**src/rtl/intr_sched_pkg.sv**
```systemverilog
// -----------------------------------------------------------------------------
// intr_sched_pkg
// Shared types and constants for the interrupt priority scheduler.
//   - NSRC_DEF / VW_DEF : default source count and vector width
//   - level_t           : 2-bit priority level (0 = never delivered, 3 = highest)
//   - REG_*             : io register window addresses
//   - sched_state_t     : scheduler FSM states
//   - dbg_t             : debug view of the scheduler (FSM state, picker levels)
// -----------------------------------------------------------------------------
package intr_sched_pkg;

    localparam int NSRC_DEF = 5;
    localparam int VW_DEF   = 3;

    typedef logic [1:0] level_t;

    localparam logic [3:0] REG_PRIO   = 4'd0;
    localparam logic [3:0] REG_ISR    = 4'd1;
    localparam logic [3:0] REG_EOI    = 4'd2;
    localparam logic [3:0] REG_STAT   = 4'd3;
    localparam logic [3:0] REG_THRESH = 4'd4;

    typedef enum logic {
        IDLE = 1'b0,
        REQ  = 1'b1
    } sched_state_t;

    typedef struct packed {
        sched_state_t state;
        level_t       best_level;
        level_t       eoi_level;
    } dbg_t;

    function automatic level_t max_level(input level_t a, input level_t b);
        return (a > b) ? a : b;
    endfunction

endpackage

```
**src/rtl/intr_sched_if.sv**
```systemverilog
// -----------------------------------------------------------------------------
// intr_sched_if
// Bundles the scheduler's pending input, CPU request/ack handshake and the
// 16-bit io register window.
//   slave  modport : the scheduler (drives cpu_irq, cpu_vec, io_rdata)
//   master modport : the surrounding system (drives pending, cpu_ack, io_*)
//
// Handshake: cpu_irq is the request; while it is high cpu_vec is held stable.
// A single-cycle cpu_ack while cpu_irq=1 completes the transfer on that clock
// edge. cpu_irq may also drop without an ack when the request is withdrawn.
// cpu_ack while cpu_irq=0 has no effect.
// -----------------------------------------------------------------------------
interface intr_sched_if #(
    parameter int NSRC = 5,
    parameter int VW   = 3
);
    logic [NSRC-1:0] pending;
    logic            cpu_irq;
    logic [VW-1:0]   cpu_vec;
    logic            cpu_ack;
    logic            io_write;
    logic [3:0]      io_addr;
    logic [15:0]     io_wdata;
    logic [15:0]     io_rdata;

    modport slave (
        input  pending, cpu_ack, io_write, io_addr, io_wdata,
        output cpu_irq, cpu_vec, io_rdata
    );

    modport master (
        output pending, cpu_ack, io_write, io_addr, io_wdata,
        input  cpu_irq, cpu_vec, io_rdata
    );
endinterface

```
**src/rtl/intr_prio_pick.sv**
```systemverilog
// -----------------------------------------------------------------------------
// intr_prio_pick
// Combinational selector: among the sources whose mask bit is set, returns the
// one with the highest level. Equal levels resolve to the first source met
// when scanning upward from the start position (wrapping). With RR=0 the scan
// always starts at source 0; with RR=1 it starts at the one-hot rr_ptr.
//   mask   in  NSRC     sources eligible for selection
//   levels in  2*NSRC   level of source i at [2i+1:2i]
//   rr_ptr in  NSRC     one-hot scan start (only honoured when RR=1)
//   valid  out 1        any mask bit set
//   index  out VW       selected source
//   level  out 2        level of the selected source
// -----------------------------------------------------------------------------
module intr_prio_pick
    import intr_sched_pkg::*;
#(
    parameter int NSRC = NSRC_DEF,
    parameter int VW   = VW_DEF,
    parameter bit RR   = 1'b0
) (
    input  logic [NSRC-1:0]   mask,
    input  logic [2*NSRC-1:0] levels,
    input  logic [NSRC-1:0]   rr_ptr,
    output logic              valid,
    output logic [VW-1:0]     index,
    output level_t            level
);

    int start_idx;

    always_comb begin
        start_idx = 0;
        for (int i = 0; i < NSRC; i++) begin
            if (rr_ptr[i]) start_idx = i;
        end
        if (!RR) start_idx = 0;
    end

    // Strict '>' keeps the first source met in scan order on level ties.
    always_comb begin
        valid = 1'b0;
        index = '0;
        level = '0;
        for (int k = 0; k < NSRC; k++) begin
            int j;
            j = start_idx + k;
            if (j >= NSRC) j = j - NSRC;
            if (mask[j] && (!valid || (levels[2*j +: 2] > level))) begin
                valid = 1'b1;
                index = VW'(j);
                level = levels[2*j +: 2];
            end
        end
    end

endmodule

```
**src/rtl/intr_sched.sv**
```systemverilog
// -----------------------------------------------------------------------------
// intr_sched
// Priority scheduler between the interrupt controller's pending vector and the
// CPU. Picks the best eligible source, presents it as a frozen vector with a
// req/ack handshake, tracks in-service sources for nesting, and exposes
// PRIO / ISR / EOI / STAT / THRESH through a 16-bit register window.
//
// Ports:
//   clk    in   system clock
//   reset  in   asynchronous, active-low reset
//   bus    slave modport of intr_sched_if (pending, cpu_irq/cpu_vec/cpu_ack,
//          io_write/io_addr/io_wdata/io_rdata)
//   dbg    out  FSM state plus the two picker levels
//
// Build option: define INTR_SCHED_RR_EN to resolve equal-level ties round-robin
// (pointer moves just past each acked source). Undefined: ties go to the
// lowest index. EOI target selection is always lowest-index on ties.
// -----------------------------------------------------------------------------
module intr_sched
    import intr_sched_pkg::*;
#(
    parameter int NSRC = NSRC_DEF,
    parameter int VW   = VW_DEF
) (
    input  logic           clk,
    input  logic           reset,
    intr_sched_if.slave    bus,
    output dbg_t           dbg
);

    logic [2*NSRC-1:0] prio_q;
    logic [NSRC-1:0]   isr_q;
    level_t            thresh_q;
    sched_state_t      state_q, state_d;
    logic [VW-1:0]     vec_q;

    level_t            running_level;
    level_t            floor_level;
    logic [NSRC-1:0]   cand;
    logic              best_valid;
    logic [VW-1:0]     best_idx;
    level_t            best_lvl;
    logic              eoi_valid;
    logic [VW-1:0]     eoi_idx;
    level_t            eoi_lvl;
    logic              ack_take;
    logic              withdraw;
    logic              eoi_wr;
    logic [NSRC-1:0]   eoi_mask;
    logic [NSRC-1:0]   ack_mask;
    logic [NSRC-1:0]   rr_ptr_q;

`ifdef INTR_SCHED_RR_EN
    localparam bit RR_ON = 1'b1;
    logic [NSRC-1:0] rr_ptr_next;
    int              rr_pos;

    always_comb begin
        rr_pos = int'(vec_q) + 1;
        if (rr_pos >= NSRC) rr_pos = 0;
        rr_ptr_next = NSRC'(1) << rr_pos;
    end

    always_ff @(posedge clk or negedge reset) begin
        if (!reset) begin
            rr_ptr_q <= NSRC'(1);
        end else if (ack_take) begin
            rr_ptr_q <= rr_ptr_next;
        end
    end
`else
    localparam bit RR_ON = 1'b0;
    assign rr_ptr_q = NSRC'(1);
`endif

    // Highest level currently in service; it and THRESH set the bar to beat.
    always_comb begin
        running_level = '0;
        for (int i = 0; i < NSRC; i++) begin
            if (isr_q[i]) running_level = max_level(running_level, prio_q[2*i +: 2]);
        end
        floor_level = max_level(running_level, thresh_q);
    end

    always_comb begin
        for (int i = 0; i < NSRC; i++) begin
            cand[i] = bus.pending[i] && !isr_q[i] && (prio_q[2*i +: 2] > floor_level);
        end
    end

    intr_prio_pick #(.NSRC(NSRC), .VW(VW), .RR(RR_ON)) u_best (
        .mask   (cand),
        .levels (prio_q),
        .rr_ptr (rr_ptr_q),
        .valid  (best_valid),
        .index  (best_idx),
        .level  (best_lvl)
    );

    intr_prio_pick #(.NSRC(NSRC), .VW(VW), .RR(1'b0)) u_eoi (
        .mask   (isr_q),
        .levels (prio_q),
        .rr_ptr (rr_ptr_q),
        .valid  (eoi_valid),
        .index  (eoi_idx),
        .level  (eoi_lvl)
    );

    // Request-side events. Ack wins over a simultaneous withdraw.
    assign ack_take = (state_q == REQ) && bus.cpu_ack;
    assign withdraw = (state_q == REQ) && !bus.cpu_ack &&
                      (!bus.pending[vec_q] || (prio_q[2*vec_q +: 2] <= floor_level));
    assign eoi_wr   = bus.io_write && (bus.io_addr == REG_EOI);
    assign eoi_mask = (eoi_wr && eoi_valid) ? (NSRC'(1) << eoi_idx) : '0;
    assign ack_mask = ack_take ? (NSRC'(1) << vec_q) : '0;

    // FSM: state register
    always_ff @(posedge clk or negedge reset) begin
        if (!reset) state_q <= IDLE;
        else        state_q <= state_d;
    end

    // FSM: next state. The vector is frozen in REQ; no re-arbitration there.
    always_comb begin
        state_d = state_q;
        case (state_q)
            IDLE:    if (best_valid) state_d = REQ;
            REQ:     if (ack_take || withdraw) state_d = IDLE;
            default: state_d = IDLE;
        endcase
    end

    // FSM: outputs
    always_comb begin
        bus.cpu_irq = (state_q == REQ);
        bus.cpu_vec = vec_q;
        dbg.state      = state_q;
        dbg.best_level = best_lvl;
        dbg.eoi_level  = eoi_lvl;
    end

    always_ff @(posedge clk or negedge reset) begin
        if (!reset) begin
            vec_q <= '0;
        end else if ((state_q == IDLE) && best_valid) begin
            vec_q <= best_idx;
        end
    end

    // EOI target comes from the old ISR; the acked bit is then OR-ed in.
    always_ff @(posedge clk or negedge reset) begin
        if (!reset) begin
            isr_q <= '0;
        end else begin
            isr_q <= (isr_q & ~eoi_mask) | ack_mask;
        end
    end

    always_ff @(posedge clk or negedge reset) begin
        if (!reset) begin
            prio_q   <= '0;
            thresh_q <= '0;
        end else if (bus.io_write) begin
            if (bus.io_addr == REG_PRIO)   prio_q   <= bus.io_wdata[2*NSRC-1:0];
            if (bus.io_addr == REG_THRESH) thresh_q <= bus.io_wdata[1:0];
        end
    end

    always_comb begin
        case (bus.io_addr)
            REG_PRIO:   bus.io_rdata = 16'(prio_q);
            REG_ISR:    bus.io_rdata = 16'(isr_q);
            REG_STAT:   bus.io_rdata = 16'({bus.cpu_irq, 4'b0000, running_level, thresh_q, vec_q});
            REG_THRESH: bus.io_rdata = 16'(thresh_q);
            default:    bus.io_rdata = 16'h0000;
        endcase
    end

endmodule

```
**src/flat_wrapper.sv**
```systemverilog
// flat-port wrapper written by rule: the top's interface ports become plain ports
module intr_sched_flat import intr_sched_pkg::*;
#(
    parameter int NSRC = NSRC_DEF,
    parameter int VW   = VW_DEF
)
  (clk, reset, dbg, bus_pending, bus_cpu_ack, bus_io_write, bus_io_addr, bus_io_wdata, bus_cpu_irq, bus_cpu_vec, bus_io_rdata);
  intr_sched_if #(.NSRC(NSRC), .VW(VW)) bus_i ();
  input  logic clk;
  input  logic reset;
  output dbg_t dbg;
  input wire logic [$bits(bus_i.pending)-1:0] bus_pending;
  input wire logic [$bits(bus_i.cpu_ack)-1:0] bus_cpu_ack;
  input wire logic [$bits(bus_i.io_write)-1:0] bus_io_write;
  input wire logic [$bits(bus_i.io_addr)-1:0] bus_io_addr;
  input wire logic [$bits(bus_i.io_wdata)-1:0] bus_io_wdata;
  output wire logic [$bits(bus_i.cpu_irq)-1:0] bus_cpu_irq;
  output wire logic [$bits(bus_i.cpu_vec)-1:0] bus_cpu_vec;
  output wire logic [$bits(bus_i.io_rdata)-1:0] bus_io_rdata;
  assign bus_i.pending = bus_pending;
  assign bus_i.cpu_ack = bus_cpu_ack;
  assign bus_i.io_write = bus_io_write;
  assign bus_i.io_addr = bus_io_addr;
  assign bus_i.io_wdata = bus_io_wdata;
  assign bus_cpu_irq = bus_i.cpu_irq;
  assign bus_cpu_vec = bus_i.cpu_vec;
  assign bus_io_rdata = bus_i.io_rdata;
  intr_sched #(.NSRC(NSRC), .VW(VW)) u_core (.clk(clk), .reset(reset), .bus(bus_i), .dbg(dbg));
endmodule
```
**config.mk**
```make
export PLATFORM = sky130hd
export DESIGN_NAME = intr_sched_flat
export DESIGN_NICKNAME = d
export VERILOG_FILES = /design/src/rtl/intr_sched_pkg.sv /design/src/rtl/intr_sched_if.sv /design/src/rtl/intr_prio_pick.sv /design/src/rtl/intr_sched.sv /design/src/flat_wrapper.sv
export SDC_FILE = /design/constraint.sdc
export NUM_CORES = 1
export LEC_CHECK = 0
export CORE_MARGIN = 2
export CORE_UTILIZATION = 30
export CTS_CLUSTER_DIAMETER = 120
export DETAILED_ROUTE_END_ITERATION = 8
export DONT_BUFFER_PORTS = 1
export GPL_TIMING_DRIVEN = 0
export HOLD_SLACK_MARGIN = 0.05
export MAX_ROUTING_LAYER = met4
export PLACE_DENSITY = 0.44
export SLEW_MARGIN = 25
export SYNTH_ARGS = -nofsm -noshare
export SYNTH_HDL_FRONTEND = slang
export SYNTH_HIERARCHICAL = 1
export SYNTH_SLANG_ARGS = --single-unit
```
**constraint.sdc**
```tcl
create_clock -name clk -period 28.1 [get_ports clk]
set_input_delay 2.81 -clock clk [delete_from_list [all_inputs] [get_ports clk]]
set_output_delay 2.81 -clock clk [all_outputs]
set_load 0.02 [all_outputs]
```
=== After elaboration in Yosys (flattened, before gate mapping) ===
Cells that the tools add are included.
Widths: inputs -> output; s select.

* Bits in registers: 21
* Output and inout port bits: 25

* $lt $le $gt $ge: 21
* Equality and inequality tests: 4
* Shift operators: 3
* Multiplexer cells: 47
* Bitwise operators: 4
* Reduce and logical (&&, ||, !) cells: 52

{| class="wikitable"
|+ Operator list
! cell !! number
|-
| $mux 2 || 25
|-
| $pmux 12 s4 || 1
|-
| $gt 2x2->1 || 18
|-
| $logic_and 1x1->1 || 24
|-
| $logic_not 1->1 || 15
|-
| $mux 1 || 15
|-
| $logic_or 1x1->1 || 10
|-
| $mux 5 || 2
|-
| $shiftx 10x5->2 || 1
|-
| $shl 1x3->5 const A || 2
|-
| $eq 4x2->1 const B || 2
|-
| $mux 3 || 2
|-
| $and 5x5->5 || 1
|-
| $not 5->5 || 1
|-
| $or 5x5->5 || 1
|-
| $eq 4x1->1 const B || 1
|-
| $eq 4x3->1 const B || 1
|-
| $logic_not 4->1 || 1
|-
| $lt 3x4->1 const B || 1
|-
| $reduce_and 2->1 || 2
|-
| $bmux 1 s3 || 1
|-
| $gt 1x2->1 const A || 1
|-
| $le 2x2->1 || 1
|-
| $pmux 1 s2 || 1
|-
| $not 1->1 || 1
|}

=== Depth between registers and ports, before layout ===
* Word-level depth: 38
* Mapped depth: 44
* Mapped depth without buffers: 44

=== Hierarchy ===
The synthesis kept the hierarchy.

{| class="wikitable"
|+ Modules (own cells, without submodules)
! module !! instances !! cells an instance !! area an instance (um^2)
|-
| intr_sched || 1 || 230 || 1,984.4
|-
| intr_prio_pick || 2 || 59 || 425.4
|}

=== Worst setup path after synthesis ===
Ideal clock, no wire load.

* Path kind: register to output
* From: register u_core.isr_q[0]
* To: output port dbg[3] in the netlist's numbering
* Data arrival time: 8.637 ns
* Data required time: 25.290 ns
* Path slack: 16.653 ns
* Stages on the path, launching flop included: 44
* Path buffers: 0
* Cell sequence: dfrtp_1 -> nand2_1 -> ha_1 -> nor2b_1 -> nor2_1 -> ha_1 -> nand2_1 -> o21ai_0 -> ha_1 -> o21ai_0 -> inv_1 -> ha_1 -> a22oi_1 -> ha_1 -> nor2_1 -> o22ai_1 -> a21oi_1 -> o21ai_0 -> [8 not listed] -> a22o_1 -> ha_1 -> nand2b_1 -> a22o_1 -> a211oi_1 -> a21o_1 -> ha_1 -> nor2b_1 -> a2bb2oi_1 -> o21a_1 -> a211oi_1 -> a21oi_1 -> ha_1 -> nand2_1 -> nand2_1 -> o2bb2ai_2 -> a21o_1 -> a2bb2oi_1

{| class="wikitable"
|+ RTL lines
! item !! RTL line !! source
|-
| start: declaration || intr_sched.sv:32 || <nowiki>logic [NSRC-1:0] isr_q;</nowiki>
|-
| start signal: assignment || intr_sched.sv:155 || <nowiki>isr_q <= (isr_q & ~eoi_mask) | ack_mask;</nowiki>
|-
| end: declaration || flat_wrapper.sv:11 || <nowiki>output dbg_t dbg;</nowiki>
|}

==> results.toml <==
[cts]
cts_buffers = 3
cts_setup_buffers = 0
clockBufferDepth = 2
cts_hold_buffers = 0
cts_tree = "done"
cts-resized-gates = 0
cts_htree_levels = 1
clock-root-buffer = "clkbuf_8"
path_clk_slew_ns = 0.08
cts.sink_count = 21
clk_latency_ns = 0.26

[global_routing]
grt_antenna_before_repair = 0
grt_usage_pct = 16.84
grt_remaining_overflow = 0
grt_pass1_wl_mm = 13.02
grt_pass1_vias = 2467
grt_max_degree = 22

[setup_path]
path_max_fanout = 13
crit_type = "register to output pin"
cp_slowest_cell = "a2111oi_2"
max_stage_delay_ns = 0.74
worst_setup_path_start_kind = "register"
cp.required_ns = 25.29
worst_ep_arrival_time_ns = 9.84
crit_top_cell = "ha_1"
end_kind = "output pin"

[outcome]
status = "finished, final reports clean"

[floorplanning]
die_h_um = 101.2
die_area_sq_um = 10230
start_util_pct = 30.79
pin_count = 54
die_w_um = 101.2
fp-row-count = 35
core_sq_um = 9196

[power_and_ir_drop]
cellPowerDensity_nw_per_um2 = 117.0
p_sw_uw = 197.6
p_total_uw = 355.9
pwr-share-clk_pct = 5.7
power_frac_seq_pct = 18.2
p_leak_uw = 0.001382
peakVddDrop_uv = 48.34
p_int_uw = 158.3
p_comb_share_pct = 76.2
switching_share_pct = 55.52

[sta]
timing.hold.ws_ns = 0.6054
timing.final.crit_share_pct = 45.03
drv_slew = 0
worst_clock_skew_ns = 0.003402
fin_setup_tns_ns = 0
fin_crit_ns = 12.65
hold_viol_final = 0
timing.slew.headroom_pct = 29.85
setup_viol = 0
fmax_mhz = 79.04
grt_setup_unrepaired = "no"
tightest_slew_ns = 1.026

[route]
drt-initial-drc-count = 111
vias = 2502
drc = 0
via_per_inst = 5.369
ant_nets = 0
totalWireLength_mm = 8.312
dr.pass1.iters = 4
post_drt_wl_per_cell_um = 17.84

[finish]
area_growth_pct = 7.424
drive_above_1_share_pct = 14.08
fin_nets = 423
final_common_cell = "inv_1"
finalNonFillerCells = 466
layout_common_cells = "inv_1 (49), ha_1 (38), nand2_1 (25), dfrtp_1 (21)"
antennaDiodeCount = 0

[placement]
dp_cells = 462
gp_congestion = 0.8126
portBuffers = 0
dpl.hpwl_mm = 6.428

[min_path]
hold_path.class = "register to register"

[run]
cap_violations = 0

[synthesis]
synth_area_sq_um = 2831
synth-warning-count = 6
post_synth.cell_area_avg_sq_um = 8.160
syn_inst = 347
-- power groups by stage --
stage	clock [uW]	combinational, uW	sequential [uW]
detailed placement	0	269	65.7
floorplan	0	218	53.4
global placement	0	260	65.7
global route	22.1	306	67.4
CTS	21.0	270	65.0
finish	20.2	271	64.6
-- worst paths after layout --
path / startpoint / endpoint / slack, ns / cells after the start
worst min register to register: u_core/thresh_q[0]$_DFFE_PN0P_ / u_core/thresh_q[0]$_DFFE_PN0P_ / 0.61 / 2
worst min-delay path: u_core/thresh_q[0]$_DFFE_PN0P_ / u_core/thresh_q[0]$_DFFE_PN0P_ / 0.61 / 2
min in group asynchronous: reset / u_core/bus.cpu_vec[1]$_DFFE_PN0P_ / 2.24 / 0
max in group asynchronous: reset / u_core/isr_q[3]$_DFF_PN0_ / 25.79 / 0
worst max register to register: u_core/isr_q[0]$_DFF_PN0_ / u_core/bus.cpu_vec[0]$_DFFE_PN0P_ / 18.61 / 43
worst max-delay path: u_core/isr_q[0]$_DFF_PN0_ / dbg[3] / 15.45 / 43
-- state kept, by name, indices dropped and copies added (netlist names) --
register	count
u_core/bus.cpu_irq	1
u_core/bus.cpu_vec	3
u_core/thresh_q	2
u_core/prio_q	10
u_core/isr_q	5
-- worst max-delay path: cells and delay by family, from the launching register on --
| family | cells | cell delay (ns) |
|---|---|---|
| compound gates | 20 | 4.95 |
| fa+ha+maj | 10 | 2.50 |
| buf+inv | 2 | 0.12 |
| flops | 1 | 0.66 |
| simple gates | 11 | 1.35 |
-- final cells by class --
type                       instances  area, sq um
fill                             966         6155
sequential                        21        525.5
clock inverter                     1        5.005
inverter                          51        191.4
tap                              111        138.9
multi-input combinational        264         2034
clock buffer                       3        41.29
buffer                            15        105.1
-- stage by stage --
stage	util, %	area (sq um)	setup slack, ns
after CTS	33.06	3040	15.44
after floorplan	-	2846	16.65
after global routing	33.07	3042	14.59
final	33.07	3042	15.45
after detailed placement	32.56	2994	15.75
after global placement	32.46	2985	15.04
-- routing by layer --
metal	up-vias	part of all wire [%]	GRT usage, %
li1	1276	-	-
met5	-	0	-
met1	1171	49	22.57
met4	0	0.45	2.287
met2	51	47	28.12
met3	4	3.9	1.863
Note: power is estimated with default switching activity, not from simulation.
